$ cat config.mk
export PLATFORM = sky130hd
export DESIGN_NAME = keypad_encoder
export DESIGN_NICKNAME = d
export VERILOG_FILES = /design/src/rtl/keypad_encoder_pkg.sv /design/src/rtl/keypad_encoder_key_scan.sv /design/src/rtl/keypad_encoder.sv
export SDC_FILE = /design/constraint.sdc
export NUM_CORES = 1
export LEC_CHECK = 0
export ABC_AREA = 1
export CAP_MARGIN = 20
export CORE_ASPECT_RATIO = 1.75
export CORE_MARGIN = 4
export CORE_UTILIZATION = 53
export CTS_CLUSTER_SIZE = 10
export DETAILED_ROUTE_END_ITERATION = 10
export PLACE_DENSITY_LB_ADDON = 0.12
export SYNTH_ARGS = -nofsm -noshare
export SYNTH_HDL_FRONTEND = slang
export SYNTH_SLANG_ARGS = --single-unit
$ cat constraint.sdc
create_clock -name clk -period 7.7 [get_ports clk]
set_clock_uncertainty 0.15 [all_clocks]
set_input_delay 1.54 -clock clk [delete_from_list [all_inputs] [get_ports clk]]
set_output_delay 1.54 -clock clk [all_outputs]
set_load 0.01 [all_outputs]
$ cat src/rtl/keypad_encoder_pkg.sv
// Shared definitions for the keypad encoder path: FSM state encodings and default sizing.
// The downstream control FSM imports the same package so both sides agree on encodings.
package keypad_encoder_pkg;

  localparam int N_KEYS_DEF        = 10;
  localparam int CODE_W_DEF        = 4;
  localparam int SETTLE_CYCLES_DEF = 2;

  typedef enum logic [1:0] {
    ST_IDLE     = 2'd0,
    ST_SETTLE   = 2'd1,
    ST_WAIT_REL = 2'd2
  } state_t;

  // Settle counter width; a one-cycle window still needs a 1-bit counter.
  function automatic int settle_cnt_w(input int settle_cycles);
    return (settle_cycles > 1) ? $clog2(settle_cycles) : 1;
  endfunction

endpackage

$ cat src/rtl/keypad_encoder_key_scan.sv
// Combinational scan of the registered key levels: how many keys are low (saturating at 2)
// and which low key has the lowest index.
module key_scan
  import keypad_encoder_pkg::*;
#(
  parameter int N_KEYS = N_KEYS_DEF,
  parameter int CODE_W = CODE_W_DEF
) (
  input  logic [N_KEYS-1:0] keys_q,
  output logic [1:0]        low_cnt,
  output logic [CODE_W-1:0] low_idx
);

  always_comb begin
    low_cnt = 2'd0;
    low_idx = '0;
    // Descending walk so the last hit, i.e. the lowest index, wins.
    for (int i = N_KEYS - 1; i >= 0; i--) begin
      if (!keys_q[i]) begin
        low_idx = CODE_W'(i);
      end
    end
    for (int i = 0; i < N_KEYS; i++) begin
      if (!keys_q[i] && (low_cnt != 2'd2)) begin
        low_cnt = low_cnt + 2'd1;
      end
    end
  end

endmodule

$ cat src/rtl/keypad_encoder.sv
// Keystroke encoder: turns debounced active-low key levels into one digit code per press,
// with a settle window, chord rejection and a single-entry valid/ready output register.
module keypad_encoder
  import keypad_encoder_pkg::*;
#(
  parameter int N_KEYS        = N_KEYS_DEF,
  parameter int CODE_W        = CODE_W_DEF,
  parameter int SETTLE_CYCLES = SETTLE_CYCLES_DEF
) (
  input  logic              clk,
  input  logic              rst_n,
  input  logic [N_KEYS-1:0] keys_n,
  output logic [CODE_W-1:0] code,
  output logic              code_valid,
  input  logic              code_ready,
  output logic              multi_err,
  output logic              overrun,
  input  logic              clr_overrun,
  output logic              busy
);

  localparam int               CNT_W    = settle_cnt_w(SETTLE_CYCLES);
  localparam logic [CNT_W-1:0] CNT_LAST = CNT_W'(SETTLE_CYCLES - 1);

  logic [N_KEYS-1:0] keys_q;
  state_t            state, state_nxt;
  logic [CNT_W-1:0]  cnt, cnt_nxt;
  logic [1:0]        low_cnt;
  logic [CODE_W-1:0] low_idx;
  logic              any_low;
  logic              eval;
  logic              xfer;
  logic              load_ok;
  logic              load;
  logic              drop;
  logic              chord;

  // Input register stage: source is already synchronous to clk.
  always_ff @(posedge clk or negedge rst_n) begin
    if (!rst_n) begin
      keys_q <= '1;
    end else begin
      keys_q <= keys_n;
    end
  end

  key_scan #(
    .N_KEYS (N_KEYS),
    .CODE_W (CODE_W)
  ) u_key_scan (
    .keys_q  (keys_q),
    .low_cnt (low_cnt),
    .low_idx (low_idx)
  );

  assign any_low = ~&keys_q;

  // FSM stage: state and settle counter.
  always_ff @(posedge clk or negedge rst_n) begin
    if (!rst_n) begin
      state <= ST_IDLE;
      cnt   <= '0;
    end else begin
      state <= state_nxt;
      cnt   <= cnt_nxt;
    end
  end

  always_comb begin
    state_nxt = state;
    cnt_nxt   = cnt;
    eval      = 1'b0;
    unique case (state)
      ST_IDLE: begin
        if (any_low) begin
          state_nxt = ST_SETTLE;
          cnt_nxt   = '0;
        end
      end
      ST_SETTLE: begin
        if (cnt != CNT_LAST) begin
          cnt_nxt = cnt + 1'b1;
        end else begin
          eval      = 1'b1;
          // Nothing low at evaluation is a glitch or early release: no keystroke.
          state_nxt = (low_cnt == 2'd0) ? ST_IDLE : ST_WAIT_REL;
        end
      end
      ST_WAIT_REL: begin
        if (!any_low) begin
          state_nxt = ST_IDLE;
        end
      end
      default: begin
        state_nxt = ST_IDLE;
      end
    endcase
  end

  assign busy = (state != ST_IDLE);

  // A load may reuse the register on the same edge the consumer takes the old code.
  assign xfer    = code_valid & code_ready;
  assign load_ok = ~code_valid | code_ready;
  assign load    = eval & (low_cnt == 2'd1) & load_ok;
  assign drop    = eval & (low_cnt == 2'd1) & ~load_ok;
  assign chord   = eval & (low_cnt == 2'd2);

  // Output register stage: code/valid handshake and status flags.
  always_ff @(posedge clk or negedge rst_n) begin
    if (!rst_n) begin
      code       <= '0;
      code_valid <= 1'b0;
      multi_err  <= 1'b0;
      overrun    <= 1'b0;
    end else begin
      multi_err <= chord;
      if (load) begin
        code       <= low_idx;
        code_valid <= 1'b1;
      end else if (xfer) begin
        code_valid <= 1'b0;
      end
      if (drop) begin
        overrun <= 1'b1;
      end else if (clr_overrun) begin
        overrun <= 1'b0;
      end
    end
  end

endmodule

* Yosys cells after proc, flatten, opt, wreduce, memory -nomap -nowiden
Cells that the tools add are included.
** Word-level totals
- Bits in registers :: 20
- Input bits :: 14
- Output and inout bits :: 8
** Cells by class
- Mux-type cells :: 34
- Bitwise operators :: 8
- Reductions and logical operators :: 27
- Add/subtract/negate cells :: 10
- Equal/unequal tests :: 16
** Operators by type and width (number)
- 4-bit two-way mux :: 10
- 2-bit two-way mux :: 13
- 2-bit != test (second input constant) :: 11
- 2-bit by 1-bit adder with 2-bit output (second input constant) :: 8
- 10-bit AND reduction :: 1
- 1-bit logical AND :: 9
- 1-bit zero test :: 9
- 1-bit two-way mux :: 9
- 2-bit nonzero test :: 4
- 2-bit one-hot mux with 3 select lines :: 1
- 1-bit bitwise AND :: 5
- 2-bit by 1-bit equality test with 1-bit output (second input constant) :: 2
- 2-bit equality test (second input constant) :: 2
- 2-bit zero test :: 2
- 3-bit AND reduction :: 1
- 1-bit by 1-bit adder with 2-bit output (second input constant) :: 1
- 1-bit by 2-bit != test with 1-bit output (second input constant) :: 1
- 1-bit NOT :: 2
- 1-bit one-hot mux with 2 select lines :: 1
- 2-bit AND reduction :: 1
- 1-bit adder (second input constant) :: 1
- 1-bit bitwise OR :: 1

* Depth between registers and ports, before layout
- Depth after elaboration :: 32
- Gate-level depth with buffers :: 46
- Depth with buffers taken out :: 46

* By module
Synthesis repeated with hierarchy kept, for this count alone.
** Unflattened totals
- Cell total of the unflattened synthesis :: 180
- Area, all modules :: 1471.4 sq um
** By module, submodules not included
- keypad_encoder :: cells an instance 69, sequential area each 513.0 sq um, instances 1, area each 749.5 sq um
- key_scan :: cells an instance 111, sequential area each 0.0 sq um, instances 1, area each 721.9 sq um

* Worst setup path after synthesis
Ideal clock, no wire load.
- Kind :: flip-flop to flip-flop
- Start point :: reg keys_q[0]
- End point :: reg code[0]
- Clock period less this slack :: 6119 ps
- Cell stages (with the launch flop) :: 45
- Slack :: 1581 ps
- Arrival time :: 5851 ps
- Path buffers :: 0
- Setup time :: 118 ps
- Cell sequence :: dfstp_2 inv_1 ha_1 inv_1 nand2_2 nand2_1 ha_1 nor2_2 inv_2 nand3_4 nand2_4 ha_1 nor2_1 inv_1 nand2_2 nand2_1 ha_1 nor2_1 [9 not listed] nor2_1 inv_1 nand3_1 nand2_1 inv_1 ha_1 nor2_1 inv_1 or2_2 nand2_1 ha_1 nor2_1 inv_1 nand3_1 nand2_1 nand4_2 nand2_1 nand2_1
** Between the ends
- Word-level cells in the longest chain between the ends :: 31
- Elaborated cells on any way between the ends :: 41
** RTL lines
- start, declared :: RTL line keypad_encoder.sv:25 : logic [N_KEYS-1:0] keys_q;
- start signal, assigned :: RTL line keypad_encoder.sv:43 : keys_q <= keys_n;
- branches (longest 31 deep; another with 2-bit by 1-bit adder with 2-bit output)
- end signal, assigned :: RTL line keypad_encoder.sv:119 : code <= low_idx;
- end, declared :: RTL line keypad_encoder.sv:13 : output logic [CODE_W-1:0] code,
Several ways; the timed one is not identified.
A chain may end at the register's enable or synchronous reset.

* Worst setup path after layout
- Start point :: reg keys_q[0]
- End point :: reg code[1]
The elaborated chain is that of the path after synthesis.

==> metrics.csv <==
metric,value,unit
outcome,finished clean,
synthMuxAreaShare,0,%
cp-start-kind,register,
die_width,46.33,um
grt_pass1_wl,5016,um
cts_resized,0,
rows,24,
drc,0,
die_h,75.08,um
end_kind,register,
power_switching,0.0001885,W
drive_gt1_share,20.41,%
grt_overflow,0,
synth_fp_nets,195,
ys_types,26,
combPwrFrac,53.1,%
clkPwrFrac,15.3,%
yosys-top-cells-area,"dfstp_2 19%, dfrtp_1 18%, ha_1 9.2%",
synth-xor-area-share,0,%
die_area,3478,um^2
cpPeakStageDelay,550,ps
ys_seq_area_share,37.65,%
cts_root_buf,clkbuf_8,
cts_max_level,1,
slew_violations,0,
ant_nets,0,
cts_buffer_depth,2,
maxSlewHeadroom,43.85,%
grt_max_degree,21,
synth_simple_gate_area_share,41.69,%
cts_hold_buf,0,
core,2492,um^2
initial_core_util,54.67,%
setup_viol,0,
cts_setup_buffers,0,
setup_tns,0,ps
synth_top_family_by_area,simple AND/OR/NAND/NOR gates,
synthAdderAreaFrac,9.183,%
antenna_cells,0,
yosysWarnings,0,
cts_tree,yes,
synth_cells,171,
finalWirelength,2865,um
gp_congestion,0.7556,
synth_area,1363,um^2
worst_slew_pin_slew,839.6,ps
insertion_delay,260,ps
dpl.hpwl,2405,um
path_clk_slew,60,ps
drv_cap,0,
synth_compound_area_share,4.316,%
required,7690,ps
final_hold_viol_count,0,
viasPerCell,5.392,
crit_family,simple AND/OR/NAND/NOR gates,
min_period,6813,ps
layout.nets,221,
max_freq,146.8,MHz
pre_cts_ws,871.0,ps
area_growth,21.12,%
grt_use_total,19.42,%
synth_top_cell_area_share,19.28,%
cp.arrival,6800,ps
final_cell_mix,"33 x nand2_1, 25 x nand3_1, 24 x inv_1, 21 x clkdlybuf4s50_1, 13 x nor2_1",
power.internal,0.0002607,W
post-route-period-util,88.49,%
grt_pass1_vias,1257,
p_leak,0.8116,nW
powerDensity,272.2,nW/um^2
yosysTopAreaCell,dfstp_2,
synth-seq-cells,20,
critPathBufInv,9,
worst_slack,886.6,ps
antenna_found_initial,0,
seqPwrFrac,31.6,%
portBuffers,21,
first_pass_iters,4,
vias,1197,
syn_avg_cell_area,7.968,um^2
rsz0062_at_grt,false,
irDropWorstVdd,0.0002080,V
numClockSinks,20,
routedWlPerCell,12.91,um
cp_slowest_cell,dfstp_2,
drt_iter0_drc,15,
critPathMaxFanout,6,
min_path_type,register to register,
critical_path_class,register to register,
layout_commonest_cell,nand2_1,
numCtsBuffers,3,
ios,22,
swShare,41.96,%
## through the flow
stage,hold slack [ps],instance area [um^2],utilization (%),std cells,power [W]
after floorplan,308.2,1363,-,171,0.0003094
after global placement,317.9,1605,64.41,218,0.0003698
after detailed placement,315.7,1605,64.41,218,0.0003834
after CTS,341.7,1650,66.21,222,0.0004546
after global routing,372.4,1650,66.21,222,0.0004960
final,343.1,1650,66.21,222,0.0004492
## worst paths after layout
| path | from | to | slack (ps) | cells past startpoint |
|---|---|---|---|---|
| max | keys_q[0]$_DFF_PN1_ | code[1]$_DFFE_PN0P_ | 890 | 43 |
| min | code[3]$_DFFE_PN0P_ | code[3]$_DFFE_PN0P_ | 340 | 2 |
| max reg2reg | keys_q[0]$_DFF_PN1_ | code[1]$_DFFE_PN0P_ | 890 | 43 |
| min reg2reg | code[3]$_DFFE_PN0P_ | code[3]$_DFFE_PN0P_ | 340 | 2 |
| max in group asynchronous | rst_n | code[0]$_DFFE_PN0P_ | 5260 | 1 |
| min in group asynchronous | rst_n | cnt$_DFFE_PN0P_ | 1610 | 1 |
## power groups by stage
stage	Sequential (W)	Combinational (W)	Clock, W
final	0.000142	0.000238	0.0000686
after global routing	0.000146	0.000275	0.0000750
after CTS	0.000142	0.000242	0.0000709
after detailed placement	0.000143	0.000240	0
after global placement	0.000142	0.000228	0
after floorplan	0.000145	0.000164	0
## worst min-delay path: stages (launching register included)
cell and delay [ps]:
dfrtp_1 350, nand2_1 60, nand2_1 60
## Yosys cell counts, drive strengths merged
cell and n:
nand3 31, nor3 1, ha 10, o311ai 1, nand4 7, dfstp 10
nand2 46, inv 26, a21oi 2, dfrtp 10, nor2 16, or2 3
o22ai 1, o21ai 5, and2 1, a311oi 1
## cells by family (layout without fill, tap and decap cells)
group | count (synthesis) | after routing
simple gates | 105 | 105
buf+inv | 26 | 51
flops | 20 | 20
fa+ha+maj | 10 | 10
compound gates | 10 | 10
## sequential cells by signal (all words and copies together) (netlist names)
signal and cells:
cnt 1, code_valid 1, code 4, state 2, keys_q 10, multi_err 1
overrun 1
## routing by layer
layer / GRT usage [%] / up-vias / routed length (um)
met5: 0 / - / 0
met4: 9.177 / 0 / 48
met3: 1.675 / 6 / 91
met2: 36.35 / 23 / 1673
met1: 20.60 / 558 / 1051
li1: - / 610 / -
## layout make-up
cell class | count | area, um^2
inverters | 26 | 97.59
well taps | 26 | 32.53
repair buffers | 21 | 210.2
flip-flops and latches | 20 | 513.0
clock buffers | 4 | 45.04
fillers | 235 | 842.1
multi-input cells | 125 | 752.0
(Power assumes the default switching activity.)
